[config.mk]
export PLATFORM = sky130hd
export DESIGN_NAME = idu_pipe
export DESIGN_NICKNAME = d
export VERILOG_FILES = /design/src/rtl/npc_pkg.sv /design/src/rtl/idu_decode.sv /design/src/rtl/idu_pipe.sv
export SDC_FILE = /design/constraint.sdc
export NUM_CORES = 1
export LEC_CHECK = 0
export CAP_MARGIN = 20
export CORE_MARGIN = 3
export CORE_UTILIZATION = 50
export CTS_CLUSTER_DIAMETER = 50
export DETAILED_ROUTE_END_ITERATION = 10
export PLACE_DENSITY_LB_ADDON = 0.15
export SLEW_MARGIN = 15
export SYNTH_ARGS = -nofsm -noshare
export SYNTH_HDL_FRONTEND = slang
export SYNTH_HIERARCHICAL = 1
export SYNTH_SLANG_ARGS = --single-unit
[constraint.sdc]
create_clock -name i_clk -period 3.2 [get_ports i_clk]
set_input_delay 0.64 -clock i_clk [delete_from_list [all_inputs] [get_ports i_clk]]
set_output_delay 0.64 -clock i_clk [all_outputs]
set_load 0.02 [all_outputs]
[src/rtl/npc_pkg.sv]
// Shared decode types: instruction format enum, base opcodes and the XLEN-independent
// part of the decoded bundle.
package npc_pkg;

    typedef enum logic [2:0] {
        InstI   = 3'd0,
        InstU   = 3'd1,
        InstS   = 3'd2,
        InstB   = 3'd3,
        InstJ   = 3'd4,
        InstR   = 3'd5,
        InstBad = 3'd7
    } inst_type_e;

    localparam logic [6:0] OPC_LOAD      = 7'b0000011;
    localparam logic [6:0] OPC_OP_IMM    = 7'b0010011;
    localparam logic [6:0] OPC_AUIPC     = 7'b0010111;
    localparam logic [6:0] OPC_OP_IMM_32 = 7'b0011011;
    localparam logic [6:0] OPC_STORE     = 7'b0100011;
    localparam logic [6:0] OPC_OP        = 7'b0110011;
    localparam logic [6:0] OPC_LUI       = 7'b0110111;
    localparam logic [6:0] OPC_OP_32     = 7'b0111011;
    localparam logic [6:0] OPC_BRANCH    = 7'b1100011;
    localparam logic [6:0] OPC_JALR      = 7'b1100111;
    localparam logic [6:0] OPC_JAL       = 7'b1101111;
    localparam logic [6:0] OPC_SYSTEM    = 7'b1110011;

    // XLEN-wide pc/imm are appended by idu_pipe, which knows XLEN.
    typedef struct packed {
        logic [6:0] op;
        logic [2:0] func3;
        logic [6:0] func7;
        logic [4:0] rd;
        logic [4:0] rs1;
        logic [4:0] rs2;
        inst_type_e inst_type;
        logic       illegal;
    } dec_bundle_t;

endpackage

[src/rtl/idu_decode.sv]
// Combinational RV decode: raw fields, immediate format from opcode, sign-extended
// immediate and illegal flag.
module idu_decode
    import npc_pkg::*;
#(
    parameter int unsigned XLEN = 32
) (
    input  logic [31:0]     i_inst,
    output dec_bundle_t     o_dec,
    output logic [XLEN-1:0] o_imm
);

    inst_type_e  w_type;
    logic [31:0] w_imm32;

    always_comb begin
        w_type = InstBad;
        if (i_inst[1:0] == 2'b11) begin
            case (i_inst[6:0])
                OPC_LOAD, OPC_OP_IMM, OPC_JALR, OPC_SYSTEM: w_type = InstI;
                OPC_LUI, OPC_AUIPC:                         w_type = InstU;
                OPC_STORE:                                  w_type = InstS;
                OPC_BRANCH:                                 w_type = InstB;
                OPC_JAL:                                    w_type = InstJ;
                OPC_OP:                                     w_type = InstR;
                OPC_OP_IMM_32: if (XLEN == 64)              w_type = InstI;
                OPC_OP_32:     if (XLEN == 64)              w_type = InstR;
                default:                                    w_type = InstBad;
            endcase
        end
    end

    always_comb begin
        w_imm32 = 32'h0;
        case (w_type)
            InstI: w_imm32 = {{20{i_inst[31]}}, i_inst[31:20]};
            InstU: w_imm32 = {i_inst[31:12], 12'h000};
            InstS: w_imm32 = {{20{i_inst[31]}}, i_inst[31:25], i_inst[11:7]};
            InstB: w_imm32 = {{19{i_inst[31]}}, i_inst[31], i_inst[7], i_inst[30:25],
                              i_inst[11:8], 1'b0};
            InstJ: w_imm32 = {{11{i_inst[31]}}, i_inst[31], i_inst[19:12], i_inst[20],
                              i_inst[30:21], 1'b0};
            default: w_imm32 = 32'h0;
        endcase
    end

    // Every format's immediate fits in 32 bits; widening repeats bit 31.
    assign o_imm = XLEN'($signed(w_imm32));

    assign o_dec.op        = i_inst[6:0];
    assign o_dec.func3     = i_inst[14:12];
    assign o_dec.func7     = i_inst[31:25];
    assign o_dec.rd        = i_inst[11:7];
    assign o_dec.rs1       = i_inst[19:15];
    assign o_dec.rs2       = i_inst[24:20];
    assign o_dec.inst_type = w_type;
    assign o_dec.illegal   = (w_type == InstBad);

endmodule

[src/rtl/idu_pipe.sv]
// Registered decode stage between IFU and EXU: valid/ready in and out, optional skid
// entry, flush on redirect.
module idu_pipe
    import npc_pkg::*;
#(
    parameter int unsigned XLEN = 32,
    parameter int unsigned SKID = 0
) (
    input  logic            i_clk,
    input  logic            i_rst_n,
    input  logic            i_flush,
    input  logic            i_in_valid,
    output logic            o_in_ready,
    input  logic [31:0]     i_in_inst,
    input  logic [XLEN-1:0] i_in_pc,
    output logic            o_out_valid,
    input  logic            i_out_ready,
    output logic [XLEN-1:0] o_out_pc,
    output logic [6:0]      o_op,
    output logic [2:0]      o_func3,
    output logic [6:0]      o_func7,
    output logic [4:0]      o_rd,
    output logic [4:0]      o_rs1,
    output logic [4:0]      o_rs2,
    output logic [XLEN-1:0] o_imm,
    output logic [2:0]      o_inst_type,
    output logic            o_illegal
);

    typedef struct packed {
        logic [XLEN-1:0] pc;
        logic [XLEN-1:0] imm;
        dec_bundle_t     dec;
    } entry_t;

    dec_bundle_t     w_dec;
    logic [XLEN-1:0] w_imm;
    entry_t          w_in_entry;

    entry_t r_out, r_skid, w_out_nxt, w_skid_nxt;
    logic   r_out_valid, r_skid_valid, w_out_valid_nxt, w_skid_valid_nxt;
    logic   r_ready, w_ready_nxt;
    logic   w_out_free, w_accept;

    idu_decode #(
        .XLEN (XLEN)
    ) u_decode (
        .i_inst (i_in_inst),
        .o_dec  (w_dec),
        .o_imm  (w_imm)
    );

    assign w_in_entry = '{pc: i_in_pc, imm: w_imm, dec: w_dec};

    // r_ready is low only in reset; with a skid it also tracks "skid entry empty".
    assign w_out_free = !r_out_valid || i_out_ready;
    assign o_in_ready = (SKID != 0) ? r_ready : (r_ready && w_out_free);
    assign w_accept   = i_in_valid && o_in_ready;

    always_comb begin
        w_out_nxt        = r_out;
        w_out_valid_nxt  = r_out_valid;
        w_skid_nxt       = r_skid;
        w_skid_valid_nxt = r_skid_valid;
        if (i_flush) begin
            w_out_valid_nxt  = 1'b0;
            w_skid_valid_nxt = 1'b0;
        end else if (w_out_free) begin
            if (r_skid_valid) begin
                // Skid is older than anything at the input; in_ready is low while it holds.
                w_out_nxt        = r_skid;
                w_out_valid_nxt  = 1'b1;
                w_skid_valid_nxt = 1'b0;
            end else begin
                w_out_valid_nxt = w_accept;
                if (w_accept) begin
                    w_out_nxt = w_in_entry;
                end
            end
        end else if ((SKID != 0) && w_accept) begin
            w_skid_nxt       = w_in_entry;
            w_skid_valid_nxt = 1'b1;
        end
        w_ready_nxt = (SKID != 0) ? !w_skid_valid_nxt : 1'b1;
    end

    always_ff @(posedge i_clk or negedge i_rst_n) begin
        if (!i_rst_n) begin
            r_out        <= '0;
            r_out_valid  <= 1'b0;
            r_skid       <= '0;
            r_skid_valid <= 1'b0;
            r_ready      <= 1'b0;
        end else begin
            r_out        <= w_out_nxt;
            r_out_valid  <= w_out_valid_nxt;
            r_skid       <= w_skid_nxt;
            r_skid_valid <= w_skid_valid_nxt;
            r_ready      <= w_ready_nxt;
        end
    end

    assign o_out_valid = r_out_valid;
    assign o_out_pc    = r_out.pc;
    assign o_imm       = r_out.imm;
    assign o_op        = r_out.dec.op;
    assign o_func3     = r_out.dec.func3;
    assign o_func7     = r_out.dec.func7;
    assign o_rd        = r_out.dec.rd;
    assign o_rs1       = r_out.dec.rs1;
    assign o_rs2       = r_out.dec.rs2;
    assign o_inst_type = r_out.dec.inst_type;
    assign o_illegal   = r_out.dec.illegal;

endmodule

# Word level (Yosys, flattened, before mapping)
# Index checks and enable logic that the tools add are counted.
word_totals:
  regBits: 103
  in_bits: 69
  output_inout_bits: 102
  word_cells: 50
classes:
  n_eq_ne: 16
  muxes: 10
  bitwise: 1
  n_reduce_logical: 10
op_table:
  columns: ["op", "n"]
  rows:
  - ["two-way mux 100 bit", 2]
  - ["one-hot mux 32 bit (5 select lines)", 1]
  - ["equality test 7 bit, second input constant", 4]
  - ["equality test 7 x 6 -> 1 bit, second input constant", 3]
  - ["one-hot mux 3 bit (6 select lines)", 1]
  - ["equality test 7 x 5 -> 1 bit, second input constant", 2]
  - ["equality test 7 x 2 -> 1 bit, second input constant", 1]
  - ["equality test 3 x 2 -> 1 bit, second input constant", 2]
  - ["equality test 3 bit, second input constant", 2]
  - ["two-way mux 1 bit", 5]
  - ["nonzero test 2 bit", 2]
  - ["OR reduction 4 bit", 1]
  - ["equality test 3 x 1 -> 1 bit, second input constant", 1]
  - ["logical NOT 3 bit", 1]
  - ["two-way mux 3 bit", 1]
  - ["AND reduction 3 bit", 1]
  - ["equality test 2 bit, second input constant", 1]
  - ["logical AND 1 bit", 2]
  - ["OR reduction 2 bit", 1]
  - ["logical NOT 1 bit", 1]
  - ["logical OR 1 bit", 1]
  - ["NOT 1 bit", 1]

# Depth between registers and ports, before layout
# Gate-level depths: netlist of run 1.
logic_depth:
  depth_word: 8
  mapped_depth: 7
  mapped_depth_nobuf: 5

# Hierarchy
# The synthesis of run 1 kept the hierarchy.
by_module_without_submodules:
  columns: ["module", "instances", "cells_per_inst", "area_per_inst_um2", "seq_area_each_um2"]
  rows:
  - ["idu_pipe", 1, 218, 4169.0, 2552.4]
  - ["idu_decode", 1, 136, 920.9, 0.0]

# Worst setup path before layout of run 1
# OpenSTA, ideal clock, no wires.
synth_timing:
  kind: "in2reg"
  start: "input port i_in_inst[2]"
  end: "register r_out, in the netlist o_imm[20]"
  arrival_ns: 1.894
  t_required_ns: 3.075
  setup_slack_ns: 1.181
  stages: 7
  path_buffers: 2
  path_cell_list: "buf_2 -> and2_1 -> o211ai_1 -> a21oi_4 -> buf_6 -> a21o_1 -> mux2_4"
synth_via:
  elab_chain_cells: 8
  word_cells_on_any_way: 22
synth_lines:
  columns: ["item", "line_no", "text"]
  rows:
  - ["start: declaration", "idu_pipe.sv:14", "input logic [31:0] i_in_inst,"]
  - ["equality test 7 x 2 -> 1 bit, or another cell as far along", "idu_decode.sv:19", "case (i_inst[6:0])"]
  - ["OR reduction 4 bit or OR reduction 2 bit (tied branches)", "idu_decode.sv:19", null]
  - ["one-hot mux 3 bit (6 select lines) (*)", "idu_decode.sv:19", null]
  - ["two-way mux 3 bit (*)", "idu_decode.sv:18", "if (i_inst[1:0] == 2'b11) begin"]
  - ["equality test 3 bit, or another cell as far along", "idu_decode.sv:35", "case (w_type)"]
  - ["one-hot mux 32 bit (5 select lines) (*)", "idu_decode.sv:35", null]
  - ["net w_imm[20]", "idu_pipe.sv:37", "logic [XLEN-1:0] w_imm;"]
  - ["two-way mux 100 bit (*)", "idu_pipe.sv:76", "if (w_accept) begin"]
  - ["two-way mux 100 bit (*)", "idu_pipe.sv:69", "if (r_skid_valid) begin"]
  - ["end signal: assignment", "idu_pipe.sv:95", "r_out <= w_out_nxt;"]
  - ["end: declaration", "idu_pipe.sv:40", "entry_t r_out, r_skid, w_out_nxt, w_skid_nxt;"]
# The timed path passes the listed nets; every way through them passes the cells marked *. The select of a mux whose other input is x is not followed.
# A chain may end at the register's enable or synchronous reset.

# Final worst setup path of run 1
layout_timing:
  start: "input port i_out_ready"
  end: "output port o_in_ready"
layout_via:
  elab_chain_cells: 2
layout_lines:
  columns: ["item", "line_no", "text"]
  rows:
  - ["start: declaration", "idu_pipe.sv:17", "input logic i_out_ready,"]
  - ["logical OR 1 bit", "idu_pipe.sv:56", "assign w_out_free = !r_out_valid || i_out_ready;"]
  - ["logical AND 1 bit", "idu_pipe.sv:57", "assign o_in_ready = (SKID != 0) ? r_ready : (r_ready && w_out_free);"]
  - ["end: declaration", "idu_pipe.sv:13", "output logic o_in_ready,"]
# No other way between the ends.

==> out/metrics.cfg, run 1 <==
[outcome]
outcome = finished clean

[worst_setup_path]
crit_buf_inv = 2
cp.required_ps = 2560
crit_type = in -> out
crit_top_cell = clkdlybuf4s50_1
path_max_fanout = 3
slowest_delay_ps = 610
critical-path-top-delay-family = buffers and inverters
endpoint_kind = output pin
crit_chain = clkdlybuf4s50_1 -> nand2b_2 -> and2_1 -> clkdlybuf4s50_1
crit_slowest_cell = clkdlybuf4s50_1
critPathLaunchType = primary input
cp_data_arrival_time_ps = 1970

[clock_network]
clk_pin_slew_ps = 100
root_buffer = clkbuf_8
htree_levels = 3
cts_sinks = 102
cts_setup_buffers = 0
cts_tree = built
cts_buffers = 9
clock_latency_ps = 360
cts_resized = 0
cts-hold-fix-buffers = 0
clockBufferDepth = 2

[yosys]
yosysWarnings = 6
syn-num-nets = 423
synth_area_mm2 = 0.00509
syn_inst = 354
avgSynthCellArea_um2 = 14.4
ys.flop_type = dfrtp_1
synth_edf_count = 0
ys_types = 43
synth-seq-cells = 102
synth_seq_area_share_pct = 50.1
async_flop_share_pct = 100

[placement]
place.gp.congestion = 0.957
dp_cells = 611
hpwl_um = 8370
pre_cts_slack_ps = 346
portBuffers = 170

[layout]
drive_gt1_share_pct = 26.5
nFillCells = 750
final_cells = 627
area_growth_pct = 33.6
final_nets = 558
num_antenna_cells = 0

[route]
vias = 3271
viasPerCell = 5.22
drt_wl_total_um = 11700
drc = 0
wl_per_cell_um = 18.6
first_iter_violations = 193
ant_nets = 0
drtPass1Iterations = 6

[timing]
rsz0062_at_grt = false
tightestPinTransition_ps = 966
setup_slack_ps = 592
finClkSkew_ps = 7.89
setup_viol = 0
relSlewSlack_pct = 35.4
report.final.slew_viol_count = 0
fin_crit_sh_pct = 81.5
fmax_mhz = 383
setup_tns_ps = 0
hold_viol_final = 0
min_period_ps = 2610

[global_route]
grt_pass1_wl_um = 18900
grt_pass1_vias = 3562
grt-ovfl-total = 0
grt_max_degree = 68
grt_antenna_before_repair = 0
grtUsageTotal_pct = 21.2

[floorplan]
row_count = 36
initial_core_util_pct = 51.8
die_area_mm2 = 0.0114
die_y_um = 107
chipWidth_um = 107
io_pins = 171
core_area_mm2 = 0.00982

[power]
p_leak_uw = 0.00330
ir_worst_vdd_uv = 325
power.density_mw_per_mm2 = 508

[hold_path]
hold_class = in -> async

[job]
max_cap_violations = 0

[worst reg2reg max path, delay by kind of cell, from the launching register on]
kind / cells / cell delay, ps
mux: 1 / 410
flops: 1 / 380
buf+inv: 1 / 470
simple gates: 2 / 210
[layer usage]
| layer | GRT usage, % | vias up | part of all wire (%) |
|---|---|---|---|
| li1 | - | 1484 | - |
| met1 | 27.7 | 1606 | 43 |
| met5 | 0 | - | 0 |
| met4 | 5.66 | 0 | 1.8 |
| met2 | 34.1 | 159 | 48 |
| met3 | 7.04 | 22 | 8.1 |
[worst paths after layout]
path                               from           end  slack [ps]  cells after the start
hold / removal                  i_rst_n       o_op[4]         260                      1
max in group asynchronous       i_rst_n     o_imm[19]        2240                      2
hold reg to reg            o_out_pc[27]  o_out_pc[27]         510                      1
setup reg to reg            o_out_valid    o_func3[2]        1620                      4
setup / recovery            i_out_ready    o_in_ready         590                      4
min in group i_clk         o_out_pc[27]  o_out_pc[27]         510                      1
[state kept, by name, indices dropped and copies added, names as in the netlist]
name,count
o_imm,32
o_out_pc,32
o_func7,7
o_op,7
o_rd,5
o_rs1,5
o_rs2,5
o_func3,3
o_inst_type,3
o_illegal,1
o_out_valid,1
r_ready,1
[where the power goes]
| part | internal (uW) | switching (uW) |
|---|---|---|
| Combinational | 651 | 486 |
| Sequential | 1470 | 106 |
| Clock | 285 | 454 |
| Total | 2410 | 1050 |
[synth_stat cells, types with 3 or more instances]
library cell | number | share of area, %
a21oi_1 | 4 | 0.39
nand2_1 | 10 | 0.74
nor2_1 | 6 | 0.44
inv_1 | 4 | 0.29
buf_6 | 12 | 2.7
dfrtp_1 | 102 | 50
a21o_1 | 20 | 2.9
a22o_1 | 4 | 0.69
o211ai_1 | 3 | 0.44
mux2_2 | 11 | 2.4
o21ai_0 | 5 | 0.49
mux2_4 | 89 | 26
and2_1 | 9 | 1.1
buf_4 | 32 | 4.7
clkbuf_1 | 6 | 0.44
nand3_1 | 5 | 0.49
[logic make-up after synthesis]
kind of cell | count (synthesis) | share of synthesized area, %
compound gates | 52 | 7.89
buf+inv | 57 | 8.38
flops | 102 | 50.1
mux | 100 | 28.7
other cells | 1 | 0.0737
simple gates | 42 | 4.82
[final cells by class]
cell class              count  area (um^2)  area share [%]
inverters                   4         15.0           0.221
clock buffers               9          124            1.82
flip-flops and latches    102         2550            37.5
well taps                 133          166            2.45
repair buffers            177         1780            26.1
multi-input cells         195         2120            31.2
clock inverters             7         47.5           0.699
[placed cells by master (no fill, tap or decap), types with 5 or more instances in the layout]
cell | synthesis | final
buf_4 | 32 | 6
mux2_4 | 89 | 89
clkdlybuf4s50_1 | 0 | 169
dfrtp_1 | 102 | 102
nor2_1 | 6 | 6
o21ai_0 | 5 | 5
and2_1 | 9 | 9
clkbuf_8 | 0 | 9
nand3_1 | 5 | 5
mux2_2 | 11 | 11
nand2_1 | 10 | 10
a21o_1 | 20 | 20
[stage by stage]
step	hold slack, ps	util, %	cell area (um^2)	total power [uW]
2_1_floorplan	344	-	5090	2210
5_1_grt	276	69.3	6800	3620
3_5_place_dp	491	67.5	6630	2750
3_3_place_gp	487	67.5	6630	2720
4_1_cts	268	69.3	6800	3490
6_report	260	69.3	6800	3460
Power figures use the tool's default switching activity.
==> run 2, diff against run 1 <==
--- a/config.mk
+++ b/config.mk
@@ -7,7 +7,7 @@
 export LEC_CHECK = 0
 export CAP_MARGIN = 20
 export CORE_MARGIN = 3
-export CORE_UTILIZATION = 50
+export CORE_UTILIZATION = 46
 export CTS_CLUSTER_DIAMETER = 50
 export DETAILED_ROUTE_END_ITERATION = 10
 export PLACE_DENSITY_LB_ADDON = 0.15
==> constraint.sdc (replaced) <==
create_clock -name i_clk -period 2.5 [get_ports i_clk]
set_input_delay 0.5 -clock i_clk [delete_from_list [all_inputs] [get_ports i_clk]]
set_output_delay 0.5 -clock i_clk [all_outputs]
set_load 0.02 [all_outputs]
==> out/metrics.cfg, run 2 (same netlist as run 1, synthesis figures left out) <==
[job]
max_cap_violations = 0

[layout]
num_antenna_cells = 0
area_growth_pct = 35.9
drive_gt1_share_pct = 27.4
fin_util_pct = 65.5
final_nets = 567
layout_common_cells = clkdlybuf4s50_1 (169), dfrtp_1 (102), mux2_4 (89)
final_common_cell = clkdlybuf4s50_1

[timing]
rsz0062_at_grt = false
setup_tns_ps = 0
finClkSkew_ps = 6.84
tightestPinTransition_ps = 810
fin_crit_sh_pct = 93.1
relSlewSlack_pct = 45.8
fmax_mhz = 430
setup_viol = 0
hold_viol_final = 0
min_period_ps = 2330
report.final.slew_viol_count = 0

[placement]
place.gp.congestion = 0.867
hpwl_um = 8630
portBuffers = 170

[worst_setup_path]
endpoint_kind = output pin
r2r-start = o_out_valid
path_max_fanout = 3
cp.required_ps = 2000
r2r_slack_ps = 1020
critPathLaunchType = primary input
cp_data_arrival_time_ps = 1830
r2r_cells = 4
crit_type = in -> out
r2r_end = o_imm[12]

[clock_network]
clk_pin_slew_ps = 90
root_buffer = clkbuf_8
cts_setup_buffers = 0
cts_buffers = 9
htree_levels = 3
clockBufferDepth = 2
clock_latency_ps = 360
cts_sinks = 102
cts_resized = 0
cts-hold-fix-buffers = 0
cts_tree = built

[power]
p_leak_uw = 0.00336
ir_worst_vdd_uv = 436
power.density_mw_per_mm2 = 653

[route]
drt_wl_total_um = 11600
vias = 3297
first_iter_violations = 131
viasPerCell = 5.16
drtPass1Iterations = 4
drc = 0
wl_per_cell_um = 18.1
ant_nets = 0

[floorplan]
chipWidth_um = 111
die_area_mm2 = 0.0124
row_count = 37
io_pins = 171
initial_core_util_pct = 48.2
core_area_mm2 = 0.0106
die_y_um = 111

[outcome]
outcome = finished clean

[global_route]
grtUsageTotal_pct = 19.0
grt_max_degree = 58
grt_antenna_before_repair = 0
grt-ovfl-total = 0
grt_pass1_wl_um = 19000
grt_pass1_vias = 3604

[hold_path]
hold_class = in -> async

==> run 2: changes by cell type in the layout (fill, tap and decap cells not counted), sizes merged <==
cell	change
clkbuf	+2
clkinv	-2
buf	+9
inv	-1
bufinv	+1
==> run 2: worst max-delay path by stage <==
stage / from / end / cells after the start
finish: i_out_ready / o_in_ready / 4
global route: i_out_ready / o_in_ready / 4
CTS: i_out_ready / o_in_ready / 4
detailed placement: i_in_inst[5] / o_imm[7] / 6
global placement: i_in_inst[3] / o_imm[9] / 6
floorplan: i_in_inst[2] / o_imm[20] / 7
==> run 2: through the flow <==
stage / cells / cell area (um^2) / hold WS [ps] / setup slack, ps / total power (uW)
after detailed placement: 623 / 6730 / 492 / 36.5 / 3540
after CTS: 639 / 6920 / 96.9 / 162 / 4580
after global routing: 639 / 6920 / 111 / 142 / 4720
final: 639 / 6920 / 94.0 / 173 / 4510
after global placement: 623 / 6730 / 488 / 34.8 / 3510
after floorplan: 354 / 5090 / 204 / 621 / 2820
==> run 2: report_power, final <==
part	total (uW)	internal, uW	switching, uW
Clock	1020	466	557
Sequential	2020	1890	135
Combinational	1470	844	625
Total	4510	3200	1320
==> run 2: layer usage <==
metal	vias to the layer above	GRT usage, %	wire (um)
met5	-	0	0
met3	12	4.97	617
met1	1671	24.4	5080
li1	1503	-	-
met2	111	32.4	5780
met4	0	4.14	116
==> run 2: area by class of cell <==
type | instances | area, um^2
clock buffer | 11 | 131
multi-input combinational | 195 | 2120
sequential | 102 | 2550
timing repair buffer | 186 | 1870
inverter | 4 | 15.0
clock inverter | 5 | 58.8
fill | 852 | 3640
tap | 136 | 170
==> run 2: critical path, cell delays in order <==
cell             delay (ps)
clkdlybuf4s50_1         450
nand2b_2                140
and2_1                  130
clkdlybuf4s50_1         600
==> run 3, diff against run 2 <==
--- a/config.mk
+++ b/config.mk
@@ -11,6 +11,7 @@
 export CTS_CLUSTER_DIAMETER = 50
 export DETAILED_ROUTE_END_ITERATION = 10
 export PLACE_DENSITY_LB_ADDON = 0.15
+export SETUP_SLACK_MARGIN = 0.05
 export SLEW_MARGIN = 15
 export SYNTH_ARGS = -nofsm -noshare
 export SYNTH_HDL_FRONTEND = slang
==> results of run 3 <==
Final layout, timing and power as in run 2 (identical DEF).
